<file path="src/rtl/key_repeat_if.sv">
// key_repeat_if
//   Groups the key-path signals of one auto-repeat stage.
//   Source side (debounce + timebase) drives:
//     tick        timebase strobe, one clk wide
//     key_state   debounced key level, 1 = pressed
//     key_edge    one-cycle strobe, key_state changed this cycle
//   Repeat stage drives:
//     key_pulse   one-cycle press / auto-repeat pulse
//     key_release one-cycle debounced-release pulse
//     key_held    high while auto-repeat is active
interface key_repeat_if;
  logic tick;
  logic key_state;
  logic key_edge;
  logic key_pulse;
  logic key_release;
  logic key_held;

  modport master (
    output tick,
    output key_state,
    output key_edge,
    input  key_pulse,
    input  key_release,
    input  key_held
  );

  modport slave (
    input  tick,
    input  key_state,
    input  key_edge,
    output key_pulse,
    output key_release,
    output key_held
  );
endinterface

</file>
<file path="src/rtl/key_repeat.sv">
// key_repeat
//   Auto-repeat stage behind a key debouncer. Emits one pulse on press,
//   then after DELAY_TICKS timebase ticks a repeat pulse every RATE_TICKS
//   ticks until the key is released. All outputs are registered.
// Ports
//   i_clk   system clock, rising edge
//   i_clrn  asynchronous active-low reset
//   bus     key_repeat_if.slave: tick/key_state/key_edge in,
//           key_pulse/key_release/key_held out
module key_repeat #(
  parameter int CNT_W       = 16,
  parameter int DELAY_TICKS = 500,
  parameter int RATE_TICKS  = 100
) (
  input  logic         i_clk,
  input  logic         i_clrn,
  key_repeat_if.slave  bus
);

  localparam logic [1:0] ST_IDLE   = 2'd0;
  localparam logic [1:0] ST_DELAY  = 2'd1;
  localparam logic [1:0] ST_REPEAT = 2'd2;

  localparam logic [CNT_W-1:0] DLY_LAST  = CNT_W'(DELAY_TICKS - 1);
  localparam logic [CNT_W-1:0] RATE_LAST = CNT_W'(RATE_TICKS - 1);
  localparam logic [CNT_W-1:0] CNT_ZERO  = {CNT_W{1'b0}};
  localparam logic [CNT_W-1:0] CNT_ONE   = {{(CNT_W-1){1'b0}}, 1'b1};

  logic [1:0]       r_state;
  logic [CNT_W-1:0] r_cnt;
  logic             r_pulse;
  logic             r_release;
  logic             r_held;

  logic [1:0]       w_state_nxt;
  logic [CNT_W-1:0] w_cnt_nxt;
  logic             w_pulse_nxt;
  logic             w_release_nxt;
  logic             w_press;
  logic             w_rel_evt;

  assign w_press   = bus.key_edge &  bus.key_state;
  assign w_rel_evt = bus.key_edge & ~bus.key_state;

  // Next-state logic: release beats press beats tick; a tick that arrives
  // together with a press or release is dropped.
  always_comb begin
    w_state_nxt   = r_state;
    w_cnt_nxt     = r_cnt;
    w_pulse_nxt   = 1'b0;
    w_release_nxt = 1'b0;
    if (w_rel_evt) begin
      w_state_nxt   = ST_IDLE;
      w_cnt_nxt     = CNT_ZERO;
      w_release_nxt = 1'b1;
    end else if (w_press) begin
      w_state_nxt = ST_DELAY;
      w_cnt_nxt   = CNT_ZERO;
      w_pulse_nxt = 1'b1;
    end else begin
      case (r_state)
        ST_IDLE: begin
          w_state_nxt = ST_IDLE;
        end
        ST_DELAY: begin
          // key seen low without an edge: recover silently to IDLE
          if (!bus.key_state) begin
            w_state_nxt = ST_IDLE;
            w_cnt_nxt   = CNT_ZERO;
          end else if (bus.tick) begin
            if (r_cnt == DLY_LAST) begin
              w_state_nxt = ST_REPEAT;
              w_cnt_nxt   = CNT_ZERO;
              w_pulse_nxt = 1'b1;
            end else begin
              w_cnt_nxt = r_cnt + CNT_ONE;
            end
          end else begin
            w_cnt_nxt = r_cnt;
          end
        end
        ST_REPEAT: begin
          if (!bus.key_state) begin
            w_state_nxt = ST_IDLE;
            w_cnt_nxt   = CNT_ZERO;
          end else if (bus.tick) begin
            if (r_cnt == RATE_LAST) begin
              w_cnt_nxt   = CNT_ZERO;
              w_pulse_nxt = 1'b1;
            end else begin
              w_cnt_nxt = r_cnt + CNT_ONE;
            end
          end else begin
            w_cnt_nxt = r_cnt;
          end
        end
        default: begin
          w_state_nxt = ST_IDLE;
          w_cnt_nxt   = CNT_ZERO;
        end
      endcase
    end
  end

  // State, counter and registered outputs; key_held mirrors the next state
  // so it rises with the first repeat pulse and falls on the exit cycle.
  always_ff @(posedge i_clk or negedge i_clrn) begin
    if (!i_clrn) begin
      r_state   <= ST_IDLE;
      r_cnt     <= CNT_ZERO;
      r_pulse   <= 1'b0;
      r_release <= 1'b0;
      r_held    <= 1'b0;
    end else begin
      r_state   <= w_state_nxt;
      r_cnt     <= w_cnt_nxt;
      r_pulse   <= w_pulse_nxt;
      r_release <= w_release_nxt;
      r_held    <= (w_state_nxt == ST_REPEAT);
    end
  end

  assign bus.key_pulse   = r_pulse;
  assign bus.key_release = r_release;
  assign bus.key_held    = r_held;

endmodule

</file>
<file path="src/flat_wrapper.sv">
// flat-port wrapper written by rule: the top's interface ports become plain ports
module key_repeat_flat 
#(
  parameter int CNT_W       = 16,
  parameter int DELAY_TICKS = 500,
  parameter int RATE_TICKS  = 100
)
  (i_clk, i_clrn, bus_tick, bus_key_state, bus_key_edge, bus_key_pulse, bus_key_release, bus_key_held);
  key_repeat_if bus_i ();
  input  logic i_clk;
  input  logic i_clrn;
  input wire logic [$bits(bus_i.tick)-1:0] bus_tick;
  input wire logic [$bits(bus_i.key_state)-1:0] bus_key_state;
  input wire logic [$bits(bus_i.key_edge)-1:0] bus_key_edge;
  output wire logic [$bits(bus_i.key_pulse)-1:0] bus_key_pulse;
  output wire logic [$bits(bus_i.key_release)-1:0] bus_key_release;
  output wire logic [$bits(bus_i.key_held)-1:0] bus_key_held;
  assign bus_i.tick = bus_tick;
  assign bus_i.key_state = bus_key_state;
  assign bus_i.key_edge = bus_key_edge;
  assign bus_key_pulse = bus_i.key_pulse;
  assign bus_key_release = bus_i.key_release;
  assign bus_key_held = bus_i.key_held;
  key_repeat #(.CNT_W(CNT_W), .DELAY_TICKS(DELAY_TICKS), .RATE_TICKS(RATE_TICKS)) u_core (.i_clk(i_clk), .i_clrn(i_clrn), .bus(bus_i));
endmodule
</file>
<file path="config.mk">
export PLATFORM = sky130hd
export DESIGN_NAME = key_repeat_flat
export DESIGN_NICKNAME = d
export VERILOG_FILES = /design/src/rtl/key_repeat_if.sv /design/src/rtl/key_repeat.sv /design/src/flat_wrapper.sv
export SDC_FILE = /design/constraint.sdc
export NUM_CORES = 1
export LEC_CHECK = 0
export BUFFER_PORTS_ARGS = -buffer_cell sky130_fd_sc_hd__buf_2
export CORE_MARGIN = 2
export CORE_UTILIZATION = 35
export CTS_CLUSTER_DIAMETER = 50
export DETAILED_ROUTE_END_ITERATION = 10
export MAX_ROUTING_LAYER = met4
export SYNTH_ARGS = -nofsm -noshare
export SYNTH_HDL_FRONTEND = slang
export SYNTH_SLANG_ARGS = --single-unit
</file>
<file path="constraint.sdc">
create_clock -name i_clk -period 4.4 [get_ports i_clk]
set_input_delay 0.22 -clock i_clk [delete_from_list [all_inputs] [get_ports i_clk]]
set_output_delay 0.22 -clock i_clk [all_outputs]
set_load 0.005 [all_outputs]
</file>
==> Flow_metrics.wiki, run 1 <==
{| class="wikitable"
! Metric !! Value
|-
| Count of unresolved DRC violations after routing || 0
|-
| Setup Buffers After CTS || 0
|-
| RSZ-0062 raised after global routing || false
|-
| Share of power burned in combinational logic || 6.9%
|-
| TritonCTS clock tree || built
|-
| Area taken by multi-input logic gates || 689 µm²
|-
| Total die area || 4060 µm²
|-
| Total of flip-flops plus latches after synthesis || 21
|-
| Clock network fraction of design power || 30.4%
|-
| HPWL after detailed placement || 1.76 mm
|-
| DIE HEIGHT || 63.7 µm
|-
| Static leakage power || 0.532 nW
|-
| Startpoint of the worst hold path || bus_key_state
|-
| Port Buffer Count || 7
|-
| Antenna diode count || 0
|-
| Worst supply voltage drop on vdd || 65.8 µV
|-
| P_int || 0.237 mW
|-
| Reg-to-reg setup timing slack || 2.09 ns
|-
| Maximum number of pins on one net before global-route repair || 22
|-
| Maximum fanout along the worst path || 12
|-
| Routability cong. || 0.813
|-
| Worst Hold Path EP || u_core.bus.key_release
|-
| Clock-pin slew on the worst setup and hold paths || 0.12 ns
|-
| Via count of the first global-routing pass || 922
|-
| Crit start category || flip-flop
|-
| Total number of H-tree levels || 1
|-
| Final net count || 147
|-
| Post-Syn Area per Cell || 9.83 µm²
|-
| Horizontal die dimension || 63.7 µm
|-
| Count of cell types in the netlist || 37
|-
| Category of the worst setup path capture point || flip-flop
|-
| Synthesized netlist cell count || 127
|-
| Transition time at the pin with the least slew margin || 0.649 ns
|-
| Cell area after synthesis || 1250 µm²
|-
| R2R Path Start || u_core.r_state[0]
|-
| Total setup violations reported at the end of the flow || 0
|-
| Final total negative setup slack || 0 ns
|-
| Placeable Area || 3390 µm²
|-
| Vias || 966
|-
| Global-route usage over all layers || 13.4%
|-
| First-pass DRT Iterations || 5
|-
| Max cap viols || 0
|-
| Antenna violations before repair || 0
|-
| Most repeated library cell on the critical path || a21oi_1
|-
| Wire length reported by the detailed router || 2.38 mm
|-
| Vias per Instance || 5.28
|-
| TritonCTS sink count || 21
|-
| Growth of design area from synthesis to finish || 8.52%
|-
| Capture instance of the worst register-to-register path || u_core.r_cnt[11]
|-
| Number of resized instances in the post-cts repair step || 0
|-
| Overall power consumption || 0.312 mW
|-
| CTS buffer count || 3
|-
| Largest stage delay, worst path || 0.60 ns
|-
| Part of the cycle the worst path needs || 52.4%
|-
| CTS root buf || clkbuf_4
|-
| Total cell area at the placement stage || 1320 µm²
|-
| Finished layout cell area || 1360 µm²
|-
| Total nets after synthesis || 136
|-
| Class of the most critical setup path || flip-flop to flip-flop
|-
| Ratio of cells with drive above 1 in the final layout || 22.6%
|-
| Detail-routed net length per standard cell || 13.0 µm
|-
| WHS Path Cells || 2
|-
| Run status || finished clean
|-
| Remaining antenna violation count || 0
|-
| Net switching power figure || 0.0750 mW
|-
| Row count || 21
|-
| Most common library cell in the layout ignoring fill and taps || dfrtp_1
|-
| Number of hold-repair buffers added at the cts stage || 1
|-
| Count of filler cells inserted in the layout || 325
|-
| Max Buffers Root-to-Sink || 2
|-
| Tightest Hold Check Type || input port to flip-flop
|-
| Number of I/O pins || 8
|-
| Count of routing violations after the opening detailed-route iteration || 43
|-
| Switching part of the total || 24.1%
|-
| Commonest cells after routing, fill and taps aside || dfrtp_1, nand2_1, nor2_2
|-
| Warning count from the yosys run || 0
|-
| Worst-case clock skew || 0.00360 ns
|-
| Fmax || 0.433 GHz
|-
| Sequential group share of total power || 62.6%
|-
| Cell count of the worst reg-to-reg path || 7
|-
| Ratio of total power to cell area || 230 nW/µm²
|-
| Area taken by flip-flops and latches || 526 µm²
|-
| Final Max Tran Viols || 0
|-
| Data required time at the worst endpoint || 4.57 ns
|-
| Final period demand of the worst path || 2.31 ns
|-
| Origin of the worst setup path || u_core.r_state[0]
|-
| Initial Utilization || 36.8%
|-
| Ordered cell list for the critical path || inv_1, ha_1, o21ba_2, a21oi_1, nor2_1, nor3_4, a21oi_1
|-
| Worst relative slew slack || 56.6%
|-
| Fin. Hold Viols || 0
|-
| Insertion delay to the later sink of the worst-skew pair || 0.31 ns
|-
| Share of synthesized area occupied by flip-flops and latches || 42.1%
|-
| First-pass GRT wire length || 4.22 mm
|-
| Total overflow reported by the global router || 0
|-
| Slowest cell on the critical path || nor3_4
|-
| CP Data Arrival Time || 2.48 ns
|}
-- sequential cells by signal, indices dropped and copies added (netlist names) --
signal and flops:
u_core.bus.key_pulse 1, u_core.r_cnt 16, u_core.bus.key_held 1, u_core.bus.key_release 1, u_core.r_state 2
-- cell usage after synthesis, drive strengths merged --
library cell	count	area share, %
dfrtp	21	42
nand2	18	5.4
nor2	13	5.9
o21ai	10	4.3
xor2	8	5.6
nand3	7	2.8
a21oi	6	3.0
ha	4	4.0
nor3	4	3.3
inv	3	0.90
nand4	3	1.5
nor2b	3	1.5
or3	3	1.5
xnor2	3	2.1
and3	2	1.1
and4	2	1.4
buf	2	1.8
nor3b	2	1.2
o21a	2	1.2
a211oi	1	0.60
a22oi	1	0.60
and3b	1	0.70
nand4bb	1	0.90
nor4	1	1.7
o2111ai	1	0.70
o21ba	1	0.80
o311ai	1	0.70
o31ai	1	0.60
or4	1	0.90
or4b	1	1.1
-- layout make-up --
class                           count  area share (%)
Multi-Input combinational cell    101            50.9
Sequential cell                    21            38.8
Tap cell                           46            4.25
Timing Repair Buffer                8            3.32
Clock buffer                        4            1.94
Inverter                            3           0.831
-- worst max-delay path by stage --
stage                                   to  slack, ns  cells past startpoint
after global placement    u_core.r_cnt[13]       2.19                      6
after detailed placement  u_core.r_cnt[11]       2.10                      7
after floorplan            u_core.r_cnt[8]       2.53                      8
after global routing      u_core.r_cnt[11]       1.91                      7
after CTS                 u_core.r_cnt[13]       2.11                      7
final                     u_core.r_cnt[11]       2.09                      7
-- power groups by stage --
stage | Sequential (mW) | Clock (mW) | Combinational, mW
3_5_place_dp | 0.199 | 0 | 0.0213
2_1_floorplan | 0.199 | 0 | 0.0126
6_report | 0.195 | 0.0949 | 0.0216
3_3_place_gp | 0.199 | 0 | 0.0211
4_1_cts | 0.195 | 0.0975 | 0.0220
5_1_grt | 0.196 | 0.107 | 0.0247
-- per-stage QoR --
stage | util [%] | hold WS [ns] | cells | worst slack, ns
floorplan | - | -0.0756 | 127 | 2.53
global placement | 38.9 | 0.201 | 178 | 2.19
detailed placement | 38.9 | 0.203 | 178 | 2.10
CTS | 40.0 | 0.129 | 183 | 2.11
global route | 40.0 | 0.125 | 183 | 1.91
finish | 40.0 | 0.131 | 183 | 2.09
-- worst max-delay path: cells and delay by family (launching register included) --
family | cells | cell delay (ns)
compound gates | 3 | 0.63
buf+inv | 1 | 0.08
fa+ha+maj | 1 | 0.28
flops | 1 | 0.42
simple gates | 2 | 0.77
-- metal layers --
| metal | vias to the layer above | global-route usage, % | part of all wire (%) |
|---|---|---|---|
| li1 | 475 | - | - |
| met1 | 466 | 17.3 | 47 |
| met2 | 21 | 21.3 | 49 |
| met3 | 4 | 2.11 | 3.1 |
| met4 | 0 | 5.16 | 1.1 |
| met5 | - | - | 0 |
-- cell families (layout without fill, tap and decap cells) --
group                      after synthesis  count (layout)  synth area share, %
buffers and inverters                    5              15                 2.71
AOI/OAI and AO/OA                       24              24                 12.5
and+or+nand+nor                         62              62                 31.0
DFF                                     21              21                 42.1
adders and majority gates                4               4                 4.01
xor gates and xnor gates                11              11                 7.72
(Power assumes the default switching activity.)
==> run 2: changes to the inputs <==
--- a/config.mk
+++ b/config.mk
@@ -5,6 +5,7 @@
 export SDC_FILE = /design/constraint.sdc
 export NUM_CORES = 1
 export LEC_CHECK = 0
+export ABC_AREA = 1
 export BUFFER_PORTS_ARGS = -buffer_cell sky130_fd_sc_hd__buf_2
 export CORE_MARGIN = 2
 export CORE_UTILIZATION = 35
==> constraint.sdc (replaced) <==
create_clock -name i_clk -period 2.1 [get_ports i_clk]
set_input_delay 0.105 -clock i_clk [delete_from_list [all_inputs] [get_ports i_clk]]
set_output_delay 0.105 -clock i_clk [all_outputs]
set_load 0.005 [all_outputs]
==> run 2 against run 1 <==
- combinational power rose to 2.6 times the previous value
- first-iteration DRC count is 77% higher
- sequential power increased by 110%
- synthesized cell count grew 57%
- via count up 26%
- critical path depth is 3 higher
- count of clock-buffer cells in the layout unchanged
- sequential share of layout area down 4.2 points
- synthesized area is 11% higher
- largest cell class unchanged
- cell count up 41%
- clock skew fell by 0.0018 ns
==> Flow_metrics.wiki, run 2 <==
{| class="wikitable"
! Metric !! Value
|-
| Post-Syn Area per Cell || 6.93 µm²
|-
| Flip-flop count of the largest register after layout || 16
|-
| Ratio of cells with drive above 1 in the final layout || 16.2%
|-
| Sequential group share of total power || 56.2%
|-
| Routability cong. || 0.889
|-
| Largest stage delay, worst path || 0.39 ns
|-
| First-pass GRT wire length || 5.02 mm
|-
| Final period demand of the worst path || 1.80 ns
|-
| CTS buffer count || 3
|-
| Share of power burned in combinational logic || 7.8%
|-
| Number of I/O pins || 8
|-
| Net switching power figure || 0.170 mW
|-
| Initial Utilization || 37.0%
|-
| Fmax || 0.556 GHz
|-
| Post-synth EDFFs || 0
|-
| CP Data Arrival Time || 1.93 ns
|-
| Share of the synthesized area in the top cell type || 37.9%
|-
| Port Buffer Count || 7
|-
| Share of synthesized area occupied by flip-flops and latches || 37.9%
|-
| Simple-Gate Fraction of Synth Area || 42.7%
|-
| Part of the cycle the worst path needs || 85.7%
|-
| Clock-pin slew on the worst setup and hold paths || 0.07 ns
|-
| Most frequently used flop master after synthesis || dfrtp_1
|-
| Most common library cell in the layout ignoring fill and taps || nand2_1
|-
| Global-route usage over all layers || 15.4%
|-
| Total die area || 4480 µm²
|-
| Static leakage power || 0.761 nW
|-
| TritonCTS sink count || 21
|-
| Maximum fanout along the worst path || 11
|-
| Max cap viols || 0
|-
| HPWL after detailed placement || 2.17 mm
|-
| Combinational family with the most area after synthesis || simple AND/OR/NAND/NOR gates
|-
| Overall power consumption || 0.727 mW
|-
| Growth of design area from synthesis to finish || 9.85%
|-
| Fin. Hold Viols || 0
|-
| Leading area contributor after synthesis || dfrtp_1
|-
| Wire length reported by the detailed router || 2.80 mm
|-
| Total overflow reported by the global router || 0
|-
| Register containing the most flip-flops in the final layout || u_core.r_cnt
|-
| Portion of netlist area occupied by mux cells || 0%
|-
| Antenna diode count || 0
|-
| Count of routing violations after the opening detailed-route iteration || 76
|-
| Number of resized instances in the post-cts repair step || 0
|-
| Count of unresolved DRC violations after routing || 0
|-
| RSZ-0062 raised after global routing || false
|-
| Antenna violations before repair || 0
|-
| Setup Buffers After CTS || 0
|-
| Final Max Tran Viols || 0
|-
| Clock network fraction of design power || 36.0%
|-
| Tightest Hold Check Type || input port to flip-flop
|-
| Total of flip-flops plus latches after synthesis || 21
|-
| Largest registers || u_core.r_cnt x16, u_core.r_state x2
|-
| Switching part of the total || 23.4%
|-
| Vias per Instance || 4.71
|-
| Via count of the first global-routing pass || 1127
|-
| Top cells by area in the synthesized netlist || dfrtp_1, nand2_1, inv_1
|-
| Final total negative setup slack || 0 ns
|-
| TritonCTS clock tree || built
|-
| Row count || 22
|-
| Total cell area at the placement stage || 1470 µm²
|-
| Warning count from the yosys run || 0
|-
| Commonest cells after routing, fill and taps aside || nand2_1, inv_1, nor2_1
|-
| Top post-synthesis cells by count || nand2_1, inv_1, nor2_1
|-
| Transition time at the pin with the least slew margin || 0.472 ns
|-
| Max Buffers Root-to-Sink || 2
|-
| Category of the worst setup path capture point || flip-flop
|-
| Vias || 1216
|-
| Finished layout cell area || 1520 µm²
|-
| WP buf/inv || 1
|-
| Insertion delay to the later sink of the worst-skew pair || 0.26 ns
|-
| Synthesized netlist cell count || 200
|-
| Run status || finished clean
|-
| Cell area after synthesis || 1390 µm²
|-
| Adder-cell share of the synthesized area || 3.61%
|-
| Total setup violations reported at the end of the flow || 0
|-
| Worst relative slew slack || 68.5%
|-
| Most common cell in the synthesized netlist || nand2_1
|-
| Total nets after synthesis || 209
|-
| Largest delay contributor family on the critical path || simple AND/OR/NAND/NOR gates
|-
| First-pass DRT Iterations || 4
|-
| Fraction of registers with async set/reset || 100%
|-
| Number of hold-repair buffers added at the cts stage || 1
|-
| Worst supply voltage drop on vdd || 343 µV
|-
| Worst-case clock skew || 0.00183 ns
|-
| Final net count || 220
|-
| Class of the most critical setup path || flip-flop to flip-flop
|-
| Xor and xnor area share after synthesis || 1.26%
|-
| Crit start category || flip-flop
|-
| CTS root buf || clkbuf_8
|-
| P_int || 0.557 mW
|-
| Detail-routed net length per standard cell || 10.9 µm
|-
| Placeable Area || 3740 µm²
|-
| Most repeated library cell on the critical path || nand2_1
|-
| Count of cell types in the netlist || 22
|-
| Remaining antenna violation count || 0
|-
| DIE HEIGHT || 66.9 µm
|-
| Total number of H-tree levels || 1
|-
| Slowest cell on the critical path || dfrtp_1
|-
| Ordered cell list for the critical path || ha_1, inv_2, nor2_1, nand2_1, nor2_2, nand2_1, nand2_1, nand2_4, a21oi_4, nor2_1
|-
| Maximum number of pins on one net before global-route repair || 22
|-
| Data required time at the worst endpoint || 2.23 ns
|-
| Ratio of total power to cell area || 478 nW/µm²
|-
| Horizontal die dimension || 66.9 µm
|-
| Fraction of the mapped netlist area in compound gates || 4.79%
|}
## run 2: changes by cell type in the layout (fill, tap and decap cells not counted), moves of 4 or more
cell	before	now
xor2_1	8	2
nor2_1	3	25
a21oi_1	4	0
inv_1	3	25
nand2_1	18	63
inv_2	0	5
nand4_1	3	13
## run 2: worst register-to-register path: cells and delay by family (launching register included)
kind / cells / cell delay, ns
compound gates: 1 / 0.39
fa+ha+maj: 1 / 0.24
simple gates: 7 / 0.62
flops: 1 / 0.39
buf+inv: 1 / 0.04
## run 2: logic make-up after synthesis
| family | Yosys count |
|---|---|
| AO/OA/AOI/OAI | 9 |
| buffers and inverters | 33 |
| AND/OR/NAND/NOR | 131 |
| flip-flops | 21 |
| adder cells (fa/ha/maj) | 4 |
| XOR/XNOR | 2 |
## run 2: per-stage QoR
step | hold WS [ns] | utilization [%] | instances | setup slack [ns]
floorplan | -0.191 | - | 200 | 0.570
global placement | 0.0956 | 39.2 | 253 | 0.359
detailed placement | 0.0981 | 39.2 | 253 | 0.301
CTS | 0.0281 | 40.6 | 258 | 0.279
global route | 0.0437 | 40.6 | 258 | 0.139
finish | 0.0365 | 40.6 | 258 | 0.300
## run 2: power groups by stage
stage	clock network [mW]	logic [mW]	registers (mW)
6_report	0.262	0.0568	0.408
5_1_grt	0.296	0.0658	0.409
4_1_cts	0.277	0.0583	0.408
3_5_place_dp	0	0.0569	0.417
3_3_place_gp	0	0.0565	0.417
2_1_floorplan	0	0.0358	0.417
## run 2: final timing paths
| path | startpoint | end | slack, ns | cells after the start |
|---|---|---|---|---|
| min | bus_key_state | u_core.bus.key_release | 0.04 | 2 |
| min reg2reg | u_core.r_cnt[14] | u_core.r_cnt[14] | 0.51 | 2 |
| max reg2reg | u_core.r_cnt[0] | u_core.r_cnt[7] | 0.30 | 10 |
| min in group asynchronous | i_clrn | u_core.r_cnt[1] | 0.33 | 2 |
| max | u_core.r_cnt[0] | u_core.r_cnt[7] | 0.30 | 10 |
| max in group asynchronous | i_clrn | u_core.r_cnt[11] | 1.45 | 2 |
## run 2: layer usage
metal  vias up  track usage [%]  share of wire (%)
li1        648                -                  -
met1       542             20.8                 50
met2        24             23.6                 44
met3         2             4.05                4.5
met4         0             2.30               0.57
met5         -                -                  0
## run 2: cell type report
class,count,area [µm²]
Multi-Input combinational cell,146,726
Tap cell,48,60.1
Sequential cell,21,526
Inverter,30,113
Clock buffer,4,45.0
Fill cell,414,2220
Timing Repair Buffer,9,52.6
==> run 3: changes to the inputs <==
--- a/config.mk
+++ b/config.mk
@@ -8,10 +8,11 @@
 export ABC_AREA = 1
 export BUFFER_PORTS_ARGS = -buffer_cell sky130_fd_sc_hd__buf_2
 export CORE_MARGIN = 2
-export CORE_UTILIZATION = 35
+export CORE_UTILIZATION = 50
 export CTS_CLUSTER_DIAMETER = 50
 export DETAILED_ROUTE_END_ITERATION = 10
 export MAX_ROUTING_LAYER = met4
+export PLACE_DENSITY = 0.7
 export SYNTH_ARGS = -nofsm -noshare
 export SYNTH_HDL_FRONTEND = slang
 export SYNTH_SLANG_ARGS = --single-unit
==> run 3 against run 2 <==
- setup slack worse by 0.097 ns
- flip-flop and latch count unchanged
- count of clock-buffer cells in the layout unchanged
- combinational power up 15%
- core utilization up 15 points
- sequential power about the same
- clock skew up 0.0085 ns
- largest cell class unchanged
- largest power group unchanged
==> Flow_metrics.wiki, run 3 (synthesis gave the netlist of run 2 again) <==
{| class="wikitable"
! Metric !! Value
|-
| Count of unresolved DRC violations after routing || 0
|-
| TritonCTS sink count || 21
|-
| Vias || 1260
|-
| Part of the cycle the worst path needs || 90.3%
|-
| Routability cong. || 0.854
|-
| First-pass DRT Iterations || 4
|-
| Worst-case clock skew || 0.0103 ns
|-
| RSZ-0062 raised after global routing || false
|-
| Number of I/O pins || 8
|-
| Total setup violations reported at the end of the flow || 0
|-
| Clock-pin slew on the worst setup and hold paths || 0.10 ns
|-
| TritonCTS clock tree || built
|-
| Post-placement worst setup slack || 0.183 ns
|-
| Detail-routed net length per standard cell || 12.5 µm
|-
| Fin util || 55.9%
|-
| Routed wl met3 || 107 µm
|-
| Number of resized instances in the post-cts repair step || 0
|-
| CTS buffer count || 3
|-
| Via count of the first global-routing pass || 1232
|-
| Worst supply voltage drop on vdd || 343 µV
|-
| Tightest Hold Check Type || input port to flip-flop
|-
| Initial Utilization || 51.6%
|-
| Port Buffer Count || 7
|-
| HPWL after detailed placement || 2.32 mm
|-
| Worst relative slew slack || 69.7%
|-
| Clock network fraction of design power || 28.4%
|-
| Vias per Instance || 5.21
|-
| Register containing the most flip-flops in the final layout || u_core.r_cnt
|-
| Placeable Area || 2690 µm²
|-
| Area taken by multi-input logic gates || 726 µm²
|-
| Commonest cells after routing, fill and taps aside || nand2_1, inv_1, nor2_1
|-
| Static leakage power || 0.762 nW
|-
| Overall power consumption || 0.662 mW
|-
| Class of the most critical setup path || flip-flop to flip-flop
|-
| Max Buffers Root-to-Sink || 2
|-
| Horizontal die dimension || 56.6 µm
|-
| P_int || 0.502 mW
|-
| Sequential group share of total power || 61.7%
|-
| Fin. Hold Viols || 0
|-
| Category of the worst setup path capture point || flip-flop
|-
| Most common library cell in the layout ignoring fill and taps || nand2_1
|-
| Post-route met1 wirelength || 1.35 mm
|-
| Switching part of the total || 24.2%
|-
| Share of power burned in combinational logic || 9.8%
|-
| CP Data Arrival Time || 2.13 ns
|-
| Flip-flop count of the largest register after layout || 16
|-
| Max cap viols || 0
|-
| Antenna diode count || 0
|-
| Global-route usage over all layers || 21.3%
|-
| Ratio of cells with drive above 1 in the final layout || 16.6%
|-
| Remaining antenna violation count || 0
|-
| Final net count || 221
|-
| Total number of H-tree levels || 1
|-
| Count of routing violations after the opening detailed-route iteration || 45
|-
| Final total negative setup slack || 0 ns
|-
| Wire length reported by the detailed router || 3.04 mm
|-
| Total die area || 3210 µm²
|-
| Row count || 19
|-
| Ratio of total power to cell area || 441 nW/µm²
|-
| First-pass GRT wire length || 5.29 mm
|-
| CTS root buf || clkbuf_4
|-
| Maximum fanout along the worst path || 15
|-
| DIE HEIGHT || 56.6 µm
|-
| Transition time at the pin with the least slew margin || 0.455 ns
|-
| Run status || finished clean
|-
| Count of filler cells inserted in the layout || 243
|-
| Area taken by flip-flops and latches || 526 µm²
|-
| Data required time at the worst endpoint || 2.33 ns
|-
| Final critical-path setup slack || 0.204 ns
|-
| Insertion delay to the later sink of the worst-skew pair || 0.30 ns
|-
| Final Max Tran Viols || 0
|-
| Final period demand of the worst path || 1.90 ns
|-
| Total overflow reported by the global router || 0
|-
| Antenna violations before repair || 0
|-
| Maximum number of pins on one net before global-route repair || 22
|-
| Largest registers || u_core.r_cnt x16, u_core.r_state x2
|-
| Highest signal layer in the routed design || met4
|-
| Met2 wire length || 1.56 mm
|-
| Crit start category || flip-flop
|-
| Growth of design area from synthesis to finish || 8.40%
|-
| Fmax || 0.527 GHz
|-
| Net switching power figure || 0.161 mW
|}
[run 3: through the flow]
| stage | area [µm²] | hold WS (ns) | cells |
|---|---|---|---|
| after floorplan | 1390 | -0.191 | 200 |
| after global placement | 1450 | 0.0784 | 236 |
| after detailed placement | 1450 | 0.0833 | 236 |
| after CTS | 1480 | 0.00327 | 241 |
| after global routing | 1500 | 0.0130 | 242 |
| final | 1500 | 0.0175 | 242 |
[run 3: final cells by class]
class	instances	area share [%]
multi-input combinational	146	48.3
sequential	21	35.0
inverter	30	7.50
timing repair buffer	10	4.83
tap	31	2.58
clock buffer	4	1.75
[run 3: worst paths after layout]
path                                        start                endpoint  slack, ns  cells after the start
min in group asynchronous                  i_clrn        u_core.r_cnt[15]       0.27                      2
worst min-delay path                bus_key_state  u_core.bus.key_release       0.02                      2
worst max-delay path            u_core.r_state[0]        u_core.r_cnt[11]       0.20                     10
worst min register to register    u_core.r_cnt[1]         u_core.r_cnt[1]       0.53                      2
worst max register to register  u_core.r_state[0]        u_core.r_cnt[11]       0.20                     10
max in group asynchronous                  i_clrn    u_core.bus.key_pulse       1.51                      2
[run 3: what timing repair did]
action                                  4_1_cts  5_1_grt
hold buffers                                  1        0
endpoints found under the hold margin        21        0
setup buffers                                 0        1
endpoints found under the setup margin        0        7
[run 3: power by group through the flow]
stage | Clock, mW | Sequential (mW) | Combinational (mW)
floorplan | 0 | 0.417 | 0.0358
detailed placement | 0 | 0.417 | 0.0575
finish | 0.188 | 0.409 | 0.0652
global route | 0.211 | 0.409 | 0.0728
global placement | 0 | 0.416 | 0.0552
CTS | 0.198 | 0.409 | 0.0591
[run 3: per-layer routing]
layer	vias up	track usage, %
met2	28	36.2
met3	2	2.30
met4	0	6.46
met1	586	26.8
li1	644	-
met5	-	-
[run 3: critical path, stage by stage, from the launching register on]
cell	delay (ns)
dfrtp_1	0.36
inv_1	0.08
ha_1	0.24
nor2_1	0.18
o21bai_1	0.10
nand2_1	0.21
buf_4	0.26
nand3_1	0.09
nand2_1	0.06
o21ai_0	0.13
nor2_2	0.13
